===== src/rtl/calc1_top.sv =====
// rtl/calc1_top.sv - four-port calculator with shared add/sub and shift units
// Spec bit 0 (MSB) maps to [31] here; shift amount op2[27:31] is op2[4:0].
module calc1_top (
    input  logic        c_clk,
    input  logic        reset,
    input  logic [3:0]  req1_cmd_in,
    input  logic [3:0]  req2_cmd_in,
    input  logic [3:0]  req3_cmd_in,
    input  logic [3:0]  req4_cmd_in,
    input  logic [31:0] req1_data_in,
    input  logic [31:0] req2_data_in,
    input  logic [31:0] req3_data_in,
    input  logic [31:0] req4_data_in,
    output logic [1:0]  out_resp1,
    output logic [1:0]  out_resp2,
    output logic [1:0]  out_resp3,
    output logic [1:0]  out_resp4,
    output logic [31:0] out_data1,
    output logic [31:0] out_data2,
    output logic [31:0] out_data3,
    output logic [31:0] out_data4
);

    localparam logic [3:0] CMD_ADD = 4'd1;
    localparam logic [3:0] CMD_SUB = 4'd2;
    localparam logic [3:0] CMD_SHL = 4'd5;
    localparam logic [3:0] CMD_SHR = 4'd6;

    typedef enum logic [1:0] {S_IDLE, S_OP2, S_DLY, S_ARB} state_t;

    state_t      state_q [4];
    state_t      state_d [4];
    logic [3:0]  cmd_q   [4];
    logic [31:0] op1_q   [4];
    logic [31:0] op2_q   [4];
    logic [1:0]  resp_q  [4];
    logic [1:0]  resp_d  [4];
    logic [31:0] data_q  [4];
    logic [31:0] data_d  [4];
    logic [3:0]  cmd_in  [4];
    logic [31:0] data_in [4];
    logic [3:0]  req_as, req_sh, gnt_as, gnt_sh, done;

    assign cmd_in  = '{req1_cmd_in, req2_cmd_in, req3_cmd_in, req4_cmd_in};
    assign data_in = '{req1_data_in, req2_data_in, req3_data_in, req4_data_in};

    function automatic logic [33:0] execute(input logic [3:0] cmd, input logic [31:0] a,
                                            input logic [31:0] b);
        logic [32:0] sum;
        logic [33:0] r;
        sum = {1'b0, a} + {1'b0, b};
        case (cmd)
            CMD_ADD: r = sum[32] ? {2'd2, 32'd0} : {2'd1, sum[31:0]};
            CMD_SUB: r = (b > a) ? {2'd2, 32'd0} : {2'd1, a - b};
            CMD_SHL: r = {2'd1, a << b[4:0]};
            CMD_SHR: r = {2'd1, a >> b[4:0]};
            default: r = {2'd3, 32'd0};
        endcase
        return r;
    endfunction

    // Fixed-priority grant per unit; invalid commands bypass arbitration.
    always_comb begin
        req_as = '0;
        req_sh = '0;
        gnt_as = '0;
        gnt_sh = '0;
        done   = '0;
        for (int i = 0; i < 4; i++) begin
            req_as[i] = (state_q[i] == S_ARB) && (cmd_q[i] == CMD_ADD || cmd_q[i] == CMD_SUB);
            req_sh[i] = (state_q[i] == S_ARB) && (cmd_q[i] == CMD_SHL || cmd_q[i] == CMD_SHR);
        end
        for (int i = 0; i < 4; i++) begin
            if (req_as[i] && (gnt_as == 4'd0)) gnt_as[i] = 1'b1;
            if (req_sh[i] && (gnt_sh == 4'd0)) gnt_sh[i] = 1'b1;
        end
        for (int i = 0; i < 4; i++) begin
            done[i] = (state_q[i] == S_ARB) && (gnt_as[i] || gnt_sh[i] || (!req_as[i] && !req_sh[i]));
        end
    end

    always_ff @(posedge c_clk or negedge reset) begin
        if (!reset) begin
            for (int i = 0; i < 4; i++) state_q[i] <= S_IDLE;
        end else begin
            for (int i = 0; i < 4; i++) state_q[i] <= state_d[i];
        end
    end

    always_comb begin
        for (int i = 0; i < 4; i++) begin
            state_d[i] = state_q[i];
            case (state_q[i])
                S_IDLE:  if (cmd_in[i] != 4'd0) state_d[i] = S_OP2;
                S_OP2:   state_d[i] = S_DLY;
                S_DLY:   state_d[i] = S_ARB;
                S_ARB:   if (done[i]) state_d[i] = S_IDLE;
                default: state_d[i] = S_IDLE;
            endcase
        end
    end

    always_comb begin
        for (int i = 0; i < 4; i++) begin
            resp_d[i] = 2'd0;
            data_d[i] = 32'd0;
            if (done[i]) {resp_d[i], data_d[i]} = execute(cmd_q[i], op1_q[i], op2_q[i]);
        end
    end

    always_ff @(posedge c_clk or negedge reset) begin
        if (!reset) begin
            for (int i = 0; i < 4; i++) begin
                cmd_q[i]  <= 4'd0;
                op1_q[i]  <= 32'd0;
                op2_q[i]  <= 32'd0;
                resp_q[i] <= 2'd0;
                data_q[i] <= 32'd0;
            end
        end else begin
            for (int i = 0; i < 4; i++) begin
                if (state_q[i] == S_IDLE && cmd_in[i] != 4'd0) begin
                    cmd_q[i] <= cmd_in[i];
                    op1_q[i] <= data_in[i];
                end
                if (state_q[i] == S_OP2) op2_q[i] <= data_in[i];
                resp_q[i] <= resp_d[i];
                data_q[i] <= data_d[i];
            end
        end
    end

    assign out_resp1 = resp_q[0];
    assign out_resp2 = resp_q[1];
    assign out_resp3 = resp_q[2];
    assign out_resp4 = resp_q[3];
    assign out_data1 = data_q[0];
    assign out_data2 = data_q[1];
    assign out_data3 = data_q[2];
    assign out_data4 = data_q[3];

endmodule


===== config.mk =====
export PLATFORM = sky130hd
export DESIGN_NAME = calc1_top
export DESIGN_NICKNAME = d
export VERILOG_FILES = /design/src/rtl/calc1_top.sv
export SDC_FILE = /design/constraint.sdc
export NUM_CORES = 2
export LEC_CHECK = 0
export BUFFER_PORTS_ARGS = -buffer_cell sky130_fd_sc_hd__buf_2
export CORE_MARGIN = 4
export CORE_UTILIZATION = 48
export CTS_CLUSTER_SIZE = 28
export DETAILED_ROUTE_END_ITERATION = 7
export GPL_ROUTABILITY_DRIVEN = 0
export MAX_ROUTING_LAYER = met4
export PLACE_DENSITY = 0.68
export SLEW_MARGIN = 20
export SYNTH_ARGS = -nofsm -noshare
export SYNTH_HDL_FRONTEND = slang
export SYNTH_SLANG_ARGS = --single-unit
export TNS_END_PERCENT = 50

===== constraint.sdc =====
create_clock -name c_clk -period 4.7 [get_ports c_clk]
set_input_delay 0.94 -clock c_clk [delete_from_list [all_inputs] [get_ports c_clk]]
set_output_delay 0.94 -clock c_clk [all_outputs]
set_load 0.005 [all_outputs]

After elaboration in Yosys (flattened, before gate mapping)
Cells that the tools add are included.

operators by class
  magnitude comparators = 4
  add/subtract/negate cells = 8
  multiplexer cells = 40
  shift operators = 8
  div/mod/pow operators = 0
  equality and inequality tests = 36
  $mul = 0
  bitwise operators = 2
  reductions and logical operators = 66

operator list
  operator                                                               count
  34-bit one-hot mux with 4 select lines                                 4
  34-bit two-way mux                                                     8
  32-bit by 32-bit adder with 33-bit output                              4
  32-bit > comparator                                                    4
  32-bit two-way mux                                                     4
  32-bit by 5-bit << shifter with 32-bit output                          4
  32-bit by 5-bit right shift with 32-bit output                         4
  32-bit subtractor                                                      4
  4-bit by 3-bit equality test with 1-bit output, second input constant  8
  2-bit one-hot mux with 4 select lines                                  4
  1-bit logical AND                                                      26
  2-bit two-way mux                                                      12
  2-bit equality test, second input constant                             8
  4-bit by 1-bit equality test with 1-bit output, second input constant  4
  4-bit by 2-bit equality test with 1-bit output, second input constant  4
  1-bit logical OR                                                       16
  4-bit nonzero test                                                     4
  2-bit zero test                                                        6
  2-bit != test, second input constant                                   6
  2-bit by 1-bit equality test with 1-bit output, second input constant  4
  1-bit zero test                                                        8
  1-bit two-way mux                                                      8
  2-bit AND reduction                                                    4
  3-bit zero test                                                        2
  2 further kinds                                                        4

storage, ports and cells
  logic and storage cells = 188
  memories kept = 0
  memory bits (read-only) = 0
  latch bits = 0
  bits in writable memories = 0
  flip-flop bits (word level) = 416
  input bits = 146

Logic depth before layout (Yosys ltp)
  depth in word-level cells = 18
  mapped depth = 19
  gate-level depth less buffers = 13

Worst setup path before layout
Ideal clock, no wire load.

  kind = flip-flop to flip-flop
  start = reg op2_q[98] (netlist name)
  end = reg data_q (netlist bit out_data1[30])
  stages on the path, launching flop included = 17
  data required time = 4.568 ns
  buffers on the path = 4
  arrival time = 4.195 ns
  path slack = 0.373 ns
  cell sequence = dfrtp_1 -> clkbuf_1 -> inv_1 -> buf_2 -> clkbuf_1 -> clkbuf_1 -> ha_1 -> nor2b_1 -> o21ai_1 -> a21oi_1 -> o41a_1 -> a41oi_1 -> o31ai_2 -> a22oi_1 -> nor2_1 -> a221o_1 -> o2bb2ai_1

RTL lines
  item                               line  source
  from (decl)                        35    logic [31:0] op2_q [4];
  from (signal, indexed assignment)  126   if (state_q[i] == S_OP2) op2_q[i] <= data_in[i];
  to (signal, indexed assignment)    128   data_q[i] <= data_d[i];
  to (decl)                          38    logic [31:0] data_q [4];

==> results.txt <==
status -> complete, no violations
area leader, netlist -> dfrtp_1
Mapped Area -> 0.0419 mm2
area of the multi-input gates -> 0.0290 mm2
Post-synth EDFFs -> 0
DIE AREA -> 0.0922 mm2
number of cell rows -> 108
Critical Path Source Type -> flop
CP Cell Sequence -> inv_1 -> ha_1 -> inv_1 -> a2111oi_0 -> a211oi_1 -> o21a_1 -> o21ai_1 -> o31ai_1 -> o31ai_1 -> a31oi_1 -> or4_1 -> nand3_1
first-pass GRT wire length -> 229 mm
Critical Path Fanout Max -> 6
Async SR Flop Fraction -> 100%
area delta synth->final -> 9.57%
max-slew violations -> 0
WL final -> 149 mm
post-synthesis sequential area ratio -> 24.8%
WL/cell -> 22.7 um
CP Class -> reg2reg
largest net degree at the start of global routing -> 99
xor and xnor area share after synthesis -> 1.82%
clock root cell -> clkbuf_16
Synth Area in Adders -> 8.74%
Setup Skew -> 0.0239 ns
setup TNS -> 0 ns
Synth top area share -> 24.8%
CTS tree -> done
Fmax achieved -> 0.229 GHz
Worst Tran Pin Value -> 1.08 ns
# nets final -> 5810
delay-heaviest family, CP -> compound AO/OA/AOI/OAI gates
IO Pins -> 282
endpoints failing setup -> 0
r2r setup slk -> 0.33 ns
number of I/O port buffers -> 281
crit path DAT -> 4.95 ns
Clock transition at path regs -> 0.06 ns
Starting DRT DRC Count -> 6131
crit path capture type -> flop
Critical Path RT -> 5.27 ns
Max Cap Violations -> 0
dominant cells by area after synthesis -> dfrtp_1 25%, ha_1 8.4%, a21oi_1 6.0%
WHS -> 0.281 ns
Hold WC Path Type -> in2async
DRC -> 0
Setup WS post-layout -> 0.326 ns
CP Buf/Inv Count -> 2
Cell variety after synth -> 101
FF+latch count, synth -> 416
Synth Area in Simple Gates -> 16.6%
post-CTS sizing -> 0
most frequent cells in the layout -> 566 x nor2_1, 499 x a21oi_1, 476 x o21ai_0
initial antenna violation count -> 9
CTS max path bufs -> 3
CTS buffer count -> 51
vias in the first global route -> 39208
Post-Syn Nets -> 5754
die width -> 304 um
Synth Area in Compound Gates -> 28.3%
CTS HTree Levels -> 2
mux cell area share after synthesis -> 13.4%
Fin. Hold Viols -> 0
total track usage -> 32.0%
Post-CTS Setup Bufs -> 0
syn_area_per_cell -> 7.88 um2
CTS Sinks -> 416
final worst-path cycle share -> 93.1%
CP peak stage delay -> 0.87 ns
Vias -> 42918
Core ar. -> 0.0868 mm2
Synth Instances -> 5320
Slew HR -> 27.8%
number of vias per cell -> 6.52
unrepaired setup endpoints after global routing -> no
Routed Antenna Nets -> 0
Yosys Warn Count -> 0
total grt overflow -> 0
Fillers -> 8352
CP max-delay cell -> a2111oi_0
Post-Place Worst Slack -> 0.597 ns
leading register cell type out of synthesis -> dfrtp_1
# hold bufs at CTS -> 0
most common cell after layout, fill and taps aside -> nor2_1
die height -> 304 um
layout cells sized above 1 -> 14.6%
Period minus WS final -> 4.37 ns
largest family of logic cells by synthesized area -> compound AO/OA/AOI/OAI gates
Clock Latency Late Sink -> 0.65 ns
Reg area -> 0.0104 mm2
Initial Util -> 48.3%
post-DP HPWL -> 112 mm
Pre-antenna DRT Iters -> 6
-- flip-flops by register name, indices dropped and copies added, names as in the netlist --
register   cells
op1_q        128
out_data2     32
out_data4     32
out_resp4      2
op2_q        128
out_resp2      2
cmd_q         16
out_resp3      2
out_data3     32
out_resp1      2
state_q        8
out_data1     32
-- metal layers --
metal	track usage [%]	share of wire [%]
met5	-	0
met4	12.2	4.3
met3	5.42	10
met2	48.5	44
met1	43.1	41
-- synthesized netlist by cell type (all sizes together), types with 70 or more instances --
cell,n
o22ai,118
a31oi,76
xnor2,70
nand3,71
dfrtp,416
nand2b,99
o21ai,484
buf,100
nor3,117
a21oi,500
mux2,177
mux2i,211
clkbuf,264
a211oi,77
nor2,566
nand2,428
ha,280
inv,303
-- stage by stage --
stage / instance area [um2] / std cells / util [%]
global placement: 44100 / 6478 / 50.8
floorplan: 41900 / 5320 / -
CTS: 45900 / 6570 / 52.9
detailed placement: 44100 / 6478 / 50.8
global route: 45900 / 6578 / 53.0
finish: 45900 / 6580 / 53.0
-- cells by family (layout without fill, tap and decap cells) --
| logic type | Yosys count | count (layout) |
|---|---|---|
| fa+ha+maj | 288 | 288 |
| buf+inv | 673 | 768 |
| compound gates | 1868 | 1868 |
| mux | 456 | 456 |
| xor+xnor | 87 | 87 |
| flops | 416 | 416 |
| other cells | 0 | 10 |
| simple gates | 1532 | 1532 |
-- path summary, 6_finish.rpt --
| check | from | endpoint | cells past startpoint |
|---|---|---|---|
| max | op2_q[4] | out_data4[31] | 12 |
| min | reset | op1_q[66] | 1 |
| max reg2reg | op2_q[4] | out_data4[31] | 12 |
| min reg2reg | cmd_q[12] | cmd_q[12] | 2 |
| max in group asynchronous | reset | op2_q[2] | 2 |
| min in group c_clk | req3_data_in[18] | op2_q[50] | 3 |
-- area by class of cell --
cell class	count	share of cell area, %
Multi-Input combinational cell	4231	63.0
Clock inverter	26	0.882
Tap cell	1155	3.15
Timing Repair Buffer	367	4.60
Sequential cell	416	22.7
Inverter	309	2.52
Clock buffer	66	3.05
Antenna cell	10	0.0545
Power is left out: the tool's default activity adds up to more than one toggle a clock period on the data nets, which glitch-free logic cannot reach.
